### src/rtl/aes_key_schedule.sv
// AES-128 key expansion with an 11-entry round-key buffer and a registered
// indexed read port. One round key is produced per clock; decryption stages
// fetch their keys by round index once the full set is present.
module aes_key_schedule #(
  parameter int NUM_ROUNDS = 10
) (
  input  logic         Clk,
  input  logic         Reset_n,
  input  logic         start,
  input  logic [0:127] cipher_key,
  output logic         busy,
  output logic         done,
  output logic         keys_valid,
  input  logic [3:0]   rd_round,
  output logic [0:127] round_key
);

  localparam logic [3:0] LAST_ROUND = 4'(NUM_ROUNDS);

  // Forward AES S-box, row-major: entry 16*hi + lo
  localparam logic [7:0] SBOX [0:255] = '{
    8'h63, 8'h7c, 8'h77, 8'h7b, 8'hf2, 8'h6b, 8'h6f, 8'hc5, 8'h30, 8'h01, 8'h67, 8'h2b, 8'hfe, 8'hd7, 8'hab, 8'h76,
    8'hca, 8'h82, 8'hc9, 8'h7d, 8'hfa, 8'h59, 8'h47, 8'hf0, 8'had, 8'hd4, 8'ha2, 8'haf, 8'h9c, 8'ha4, 8'h72, 8'hc0,
    8'hb7, 8'hfd, 8'h93, 8'h26, 8'h36, 8'h3f, 8'hf7, 8'hcc, 8'h34, 8'ha5, 8'he5, 8'hf1, 8'h71, 8'hd8, 8'h31, 8'h15,
    8'h04, 8'hc7, 8'h23, 8'hc3, 8'h18, 8'h96, 8'h05, 8'h9a, 8'h07, 8'h12, 8'h80, 8'he2, 8'heb, 8'h27, 8'hb2, 8'h75,
    8'h09, 8'h83, 8'h2c, 8'h1a, 8'h1b, 8'h6e, 8'h5a, 8'ha0, 8'h52, 8'h3b, 8'hd6, 8'hb3, 8'h29, 8'he3, 8'h2f, 8'h84,
    8'h53, 8'hd1, 8'h00, 8'hed, 8'h20, 8'hfc, 8'hb1, 8'h5b, 8'h6a, 8'hcb, 8'hbe, 8'h39, 8'h4a, 8'h4c, 8'h58, 8'hcf,
    8'hd0, 8'hef, 8'haa, 8'hfb, 8'h43, 8'h4d, 8'h33, 8'h85, 8'h45, 8'hf9, 8'h02, 8'h7f, 8'h50, 8'h3c, 8'h9f, 8'ha8,
    8'h51, 8'ha3, 8'h40, 8'h8f, 8'h92, 8'h9d, 8'h38, 8'hf5, 8'hbc, 8'hb6, 8'hda, 8'h21, 8'h10, 8'hff, 8'hf3, 8'hd2,
    8'hcd, 8'h0c, 8'h13, 8'hec, 8'h5f, 8'h97, 8'h44, 8'h17, 8'hc4, 8'ha7, 8'h7e, 8'h3d, 8'h64, 8'h5d, 8'h19, 8'h73,
    8'h60, 8'h81, 8'h4f, 8'hdc, 8'h22, 8'h2a, 8'h90, 8'h88, 8'h46, 8'hee, 8'hb8, 8'h14, 8'hde, 8'h5e, 8'h0b, 8'hdb,
    8'he0, 8'h32, 8'h3a, 8'h0a, 8'h49, 8'h06, 8'h24, 8'h5c, 8'hc2, 8'hd3, 8'hac, 8'h62, 8'h91, 8'h95, 8'he4, 8'h79,
    8'he7, 8'hc8, 8'h37, 8'h6d, 8'h8d, 8'hd5, 8'h4e, 8'ha9, 8'h6c, 8'h56, 8'hf4, 8'hea, 8'h65, 8'h7a, 8'hae, 8'h08,
    8'hba, 8'h78, 8'h25, 8'h2e, 8'h1c, 8'ha6, 8'hb4, 8'hc6, 8'he8, 8'hdd, 8'h74, 8'h1f, 8'h4b, 8'hbd, 8'h8b, 8'h8a,
    8'h70, 8'h3e, 8'hb5, 8'h66, 8'h48, 8'h03, 8'hf6, 8'h0e, 8'h61, 8'h35, 8'h57, 8'hb9, 8'h86, 8'hc1, 8'h1d, 8'h9e,
    8'he1, 8'hf8, 8'h98, 8'h11, 8'h69, 8'hd9, 8'h8e, 8'h94, 8'h9b, 8'h1e, 8'h87, 8'he9, 8'hce, 8'h55, 8'h28, 8'hdf,
    8'h8c, 8'ha1, 8'h89, 8'h0d, 8'hbf, 8'he6, 8'h42, 8'h68, 8'h41, 8'h99, 8'h2d, 8'h0f, 8'hb0, 8'h54, 8'hbb, 8'h16
  };

  typedef enum logic {IDLE, GEN} state_t;

  state_t       state, next_state;
  logic         load_key, gen_step, finish;

  logic [0:127] work;
  logic [7:0]   rcon;
  logic [3:0]   round_cnt;
  logic [0:127] key_buf [0:NUM_ROUNDS];

  logic [31:0]  w0, w1, w2, w3;
  logic [31:0]  rot_w, sub_w;
  logic [31:0]  n0, n1, n2, n3;
  logic [0:127] next_work;
  logic [7:0]   rcon_next;

  // One expansion step on the working key: word 0 takes the rotated,
  // substituted last word plus rcon; the rest chain through the new words.
  assign w0    = work[0:31];
  assign w1    = work[32:63];
  assign w2    = work[64:95];
  assign w3    = work[96:127];
  assign rot_w = {w3[23:0], w3[31:24]};
  assign sub_w = {SBOX[rot_w[31:24]], SBOX[rot_w[23:16]],
                  SBOX[rot_w[15:8]],  SBOX[rot_w[7:0]]};
  assign n0    = w0 ^ sub_w ^ {rcon, 24'h000000};
  assign n1    = w1 ^ n0;
  assign n2    = w2 ^ n1;
  assign n3    = w3 ^ n2;
  assign next_work = {n0, n1, n2, n3};
  assign rcon_next = {rcon[6:0], 1'b0} ^ (rcon[7] ? 8'h1b : 8'h00);

  // State register
  always_ff @(posedge Clk or negedge Reset_n) begin
    if (!Reset_n) state <= IDLE;
    else          state <= next_state;
  end

  // Next-state and step controls: accept start only when idle, finish on the last round
  always_comb begin
    next_state = state;
    load_key   = 1'b0;
    gen_step   = 1'b0;
    finish     = 1'b0;
    case (state)
      IDLE: begin
        if (start) begin
          load_key   = 1'b1;
          next_state = GEN;
        end
      end
      GEN: begin
        gen_step = 1'b1;
        if (round_cnt == LAST_ROUND) begin
          finish     = 1'b1;
          next_state = IDLE;
        end
      end
      default: next_state = IDLE;
    endcase
  end

  // Working key, rcon, round counter, status flags and the gated read register
  always_ff @(posedge Clk or negedge Reset_n) begin
    if (!Reset_n) begin
      work       <= '0;
      rcon       <= 8'h00;
      round_cnt  <= 4'd0;
      busy       <= 1'b0;
      done       <= 1'b0;
      keys_valid <= 1'b0;
      round_key  <= '0;
    end else begin
      if (load_key) begin
        work      <= cipher_key;
        rcon      <= 8'h01;
        round_cnt <= 4'd1;
      end else if (gen_step) begin
        work      <= next_work;
        rcon      <= rcon_next;
        round_cnt <= finish ? 4'd0 : round_cnt + 4'd1;
      end
      busy <= (next_state == GEN);
      done <= finish;
      if (load_key)    keys_valid <= 1'b0;
      else if (finish) keys_valid <= 1'b1;
      if (keys_valid && !load_key && (rd_round <= LAST_ROUND))
        round_key <= key_buf[rd_round];
      else
        round_key <= '0;
    end
  end

  // Key buffer: slot 0 takes the cipher key, slot k the k-th generated key
  always_ff @(posedge Clk) begin
    if (load_key)
      key_buf[0] <= cipher_key;
    else if (gen_step)
      key_buf[round_cnt] <= next_work;
  end

endmodule
### config.mk
export PLATFORM = sky130hd
export DESIGN_NAME = aes_key_schedule
export DESIGN_NICKNAME = d
export VERILOG_FILES = /design/src/rtl/aes_key_schedule.sv
export SDC_FILE = /design/constraint.sdc
export NUM_CORES = 2
export LEC_CHECK = 0
export BUFFER_PORTS_ARGS = -buffer_cell sky130_fd_sc_hd__buf_2
export CORE_ASPECT_RATIO = 0.6
export CORE_MARGIN = 2
export CORE_UTILIZATION = 25
export DETAILED_ROUTE_END_ITERATION = 8
export GPL_TIMING_DRIVEN = 0
export PLACE_DENSITY = 0.46
export SLEW_MARGIN = 40
export SYNTH_ARGS = -nofsm -noshare
export SYNTH_HDL_FRONTEND = slang
export SYNTH_SLANG_ARGS = --single-unit
export TNS_END_PERCENT = 10
### constraint.sdc
create_clock -name Clk -period 44.6 [get_ports Clk]
set_clock_uncertainty 0.1 [all_clocks]
set_input_delay 2.23 -clock Clk [delete_from_list [all_inputs] [get_ports Clk]]
set_output_delay 2.23 -clock Clk [all_outputs]
set_load 0.02 [all_outputs]
==> impl_metrics.env <==
export IMPL_gp_congestion=0.990
export IMPL_grt_ovfl_total=0
export IMPL_setup_violations=0
export IMPL_pin_count=266
export IMPL_synth_edf_count=1408
export IMPL_synthMuxAreaShare_pct=11.1
export IMPL_required_ps=45070
export IMPL_synth_compound_area_share_pct=13.8
export IMPL_hold_class="flop to flop"
export IMPL_synth_cell_types=108
export IMPL_antenna_found_initial=135
export IMPL_crit_buf_inv=4
export IMPL_cts_resized=0
export IMPL_grt_max_degree=64
export IMPL_worstSkewPairLatency_ps=870
export IMPL_worst_setup_path_end_kind="flop"
export IMPL_grt_pass1_vias=59800
export IMPL_cts_tree="yes"
export IMPL_max_slew_margin_pct=30.2
export IMPL_routedWlPerCell_um=38.4
export IMPL_crit_slowest_cell="dfrtp_1"
export IMPL_worstSetupPathType="flop to flop"
export IMPL_avgSynthCellArea_sq_um=13.3
export IMPL_ant_nets=0
export IMPL_yosys_area_share_simple_pct=8.36
export IMPL_clk_pin_slew_ps=70
export IMPL_critPathMaxStageDelay_ps=820
export IMPL_start_kind="flop"
export IMPL_status="completed"
export IMPL_layout_nets=7035
export IMPL_period_share_pct=17.4
export IMPL_wirelength_um=437000
export IMPL_num_rows=162
export IMPL_clockBufferDepth=4
export IMPL_start_util_pct=25.1
export IMPL_totalNegativeSetupSlack_ps=0
export IMPL_synth_fp_nets=6316
export IMPL_tightest_slew_ps=1040
export IMPL_maxSlewViolCount=0
export IMPL_fill_cells=32700
export IMPL_async_flop_share_pct=16.1
export IMPL_drt_iter0_markers=8733
export IMPL_final_cell_mix="edfxtp_1 (1408), buf_2 (502), a21oi_1 (354), nor2_1 (346), a211oi_1 (310)"
export IMPL_grt_pass1_wl_um=577000
export IMPL_cp_max_fo=16
export IMPL_vias=62800
export IMPL_worstPathArrival_ps=8230
export IMPL_viasPerCell=5.52
export IMPL_path_delay_family="compound AO/OA/AOI/OAI gates"
export IMPL_synthCells=6119
export IMPL_synth_seq_cells=1679
export IMPL_drive_above_1_share_pct=23.5
export IMPL_cts_root_buf="clkbuf_16"
export IMPL_synth_area_sq_um=81300
export IMPL_htreeDepth=4
export IMPL_register_area_sq_um=49100
export IMPL_grt_setup_unrepaired="no"
export IMPL_numCtsBuffers=167
export IMPL_place_hpwl_um=337000
export IMPL_die_h_um=446
export IMPL_drc=0
export IMPL_firstDrtPassIters=6
export IMPL_timing_max_cap_violations=0
export IMPL_multiInputGateArea_sq_um=30700
export IMPL_crit_chain="buf_2, buf_1, inv_2, ha_1, clkbuf_1, nand2_1, a21oi_2, a221oi_1, a2111oi_1, a31oi_1, mux2i_1, xnor3_1, xnor2_1, a21oi_4"
export IMPL_fp_coreArea_sq_um=324000
export IMPL_ys_seq_area_share_pct=60.4
export IMPL_synth_main_ff_cell="edfxtp_1"
export IMPL_cts_setup_buffers=0
export IMPL_hold_viol_final=0
export IMPL_synth_adder_area_share_pct=0.954
export IMPL_portBuffers=261
export IMPL_final_common_cell="edfxtp_1"
export IMPL_yosys_warnings=0
export IMPL_cts_sinks=1679
export IMPL_layout_min_cycle_time_ps=7760
export IMPL_die_area_sq_um=330000
export IMPL_postCtsHoldBufs=0
export IMPL_track_usage_pct=25.8
export IMPL_synth_xor_xnor_area_share_pct=2.24
export IMPL_syn2layout_area_growth_pct=20.6
export IMPL_dieWidth_um=740
export IMPL_fmaxAchievable_mhz=129
export IMPL_synth_top_family_by_area="compound AO/OA/AOI/OAI gates"
## synth_stat cells, types with 22 or more instances
| library cell | number | share of area [%] |
|---|---|---|
| edfxtp_1 | 1408 | 52 |
| a211oi_1 | 325 | 3.0 |
| a21oi_1 | 387 | 2.4 |
| o221ai_1 | 22 | 0.24 |
| nor2_1 | 375 | 1.7 |
| a21boi_0 | 27 | 0.25 |
| or2_2 | 22 | 0.17 |
| a221oi_1 | 25 | 0.27 |
| nand2_1 | 278 | 1.3 |
| and2_1 | 33 | 0.25 |
| o31ai_1 | 40 | 0.37 |
| a31oi_1 | 65 | 0.50 |
| a21o_1 | 33 | 0.30 |
| clkbuf_1 | 327 | 1.5 |
| xor2_1 | 40 | 0.43 |
| o22ai_1 | 24 | 0.18 |
| mux2i_1 | 265 | 3.3 |
| inv_1 | 73 | 0.34 |
| o21ai_0 | 277 | 1.7 |
| mux4_2 | 274 | 7.6 |
| ha_1 | 62 | 0.95 |
| dfrtp_1 | 271 | 8.3 |
| o211ai_1 | 60 | 0.55 |
| nor3_1 | 86 | 0.53 |
| nor3b_1 | 23 | 0.21 |
| o2111ai_1 | 22 | 0.24 |
| xnor2_1 | 113 | 1.2 |
| a311oi_1 | 47 | 0.51 |
| o21a_1 | 40 | 0.37 |
| buf_2 | 111 | 0.68 |
| o311ai_0 | 32 | 0.34 |
| nand3_1 | 76 | 0.47 |
| nand2b_1 | 116 | 0.89 |
| buf_1 | 91 | 0.42 |
| nor2b_1 | 247 | 1.9 |
## flip-flops by register name, summed over array words and instances (netlist names)
name / flops
busy: 1
done: 1
key_buf: 1408
keys_valid: 1
rcon: 8
round_cnt: 4
round_key: 128
work: 128
## layer usage
layer	GRT usage, %	up-vias	wire, um	part of all wire (%)
met1	40.6	33700	213000	49
li1	-	25300	-	-
met2	35.5	3250	176000	40
met4	6.10	8	10400	2.4
met3	5.54	481	37600	8.6
met5	0	-	52	0.012
## path summary, 6_finish.rpt
path                                  from             end  slack [ps]  cells after the start
worst max-delay path             work[110]  key_buf[4][31]       36840                     14
worst min-delay path            keys_valid      keys_valid         420                      1
worst max register to register   work[110]  key_buf[4][31]       36840                     14
worst min register to register  keys_valid      keys_valid         420                      1
max in group asynchronous          Reset_n   round_key[72]       42140                      3
min in group asynchronous          Reset_n    round_key[4]        1120                      1
## through the flow
| stage | std cells | worst slack [ps] | area, sq um | utilization, % | hold slack, ps |
|---|---|---|---|---|---|
| 4_1_cts | 11300 | 36870 | 97800 | 30.2 | 413 |
| 2_1_floorplan | 6119 | 29860 | 81300 | - | 392 |
| 5_1_grt | 11300 | 36800 | 98000 | 30.2 | 443 |
| 6_report | 11400 | 36840 | 98000 | 30.2 | 417 |
| 3_3_place_gp | 10700 | 13460 | 88000 | 27.2 | 397 |
| 3_5_place_dp | 11000 | 36890 | 92500 | 28.5 | 397 |
## cells by family (layout without fill, tap and decap cells)
kind of cell	count (synthesis)	after routing
buffers and inverters	631	1478
XOR/XNOR	175	175
AO/OA/AOI/OAI	1650	1650
multiplexers	560	560
other	0	56
flip-flops	1679	1679
AND/OR/NAND/NOR	1362	1362
adder cells (fa/ha/maj)	62	62
## layout make-up
cell class	instances	area share, %
Timing Repair Buffer	550	4.68
Antenna cell	56	0.143
Tap cell	4346	5.55
Inverter	84	0.322
Sequential cell	1679	50.1
Multi-Input combinational cell	3809	31.3
Buffer	547	2.58
Clock inverter	76	0.673
Clock buffer	221	4.73
Power is not shown: default switching activity piles up to over one toggle a cycle in this logic, so the estimate is an artifact.
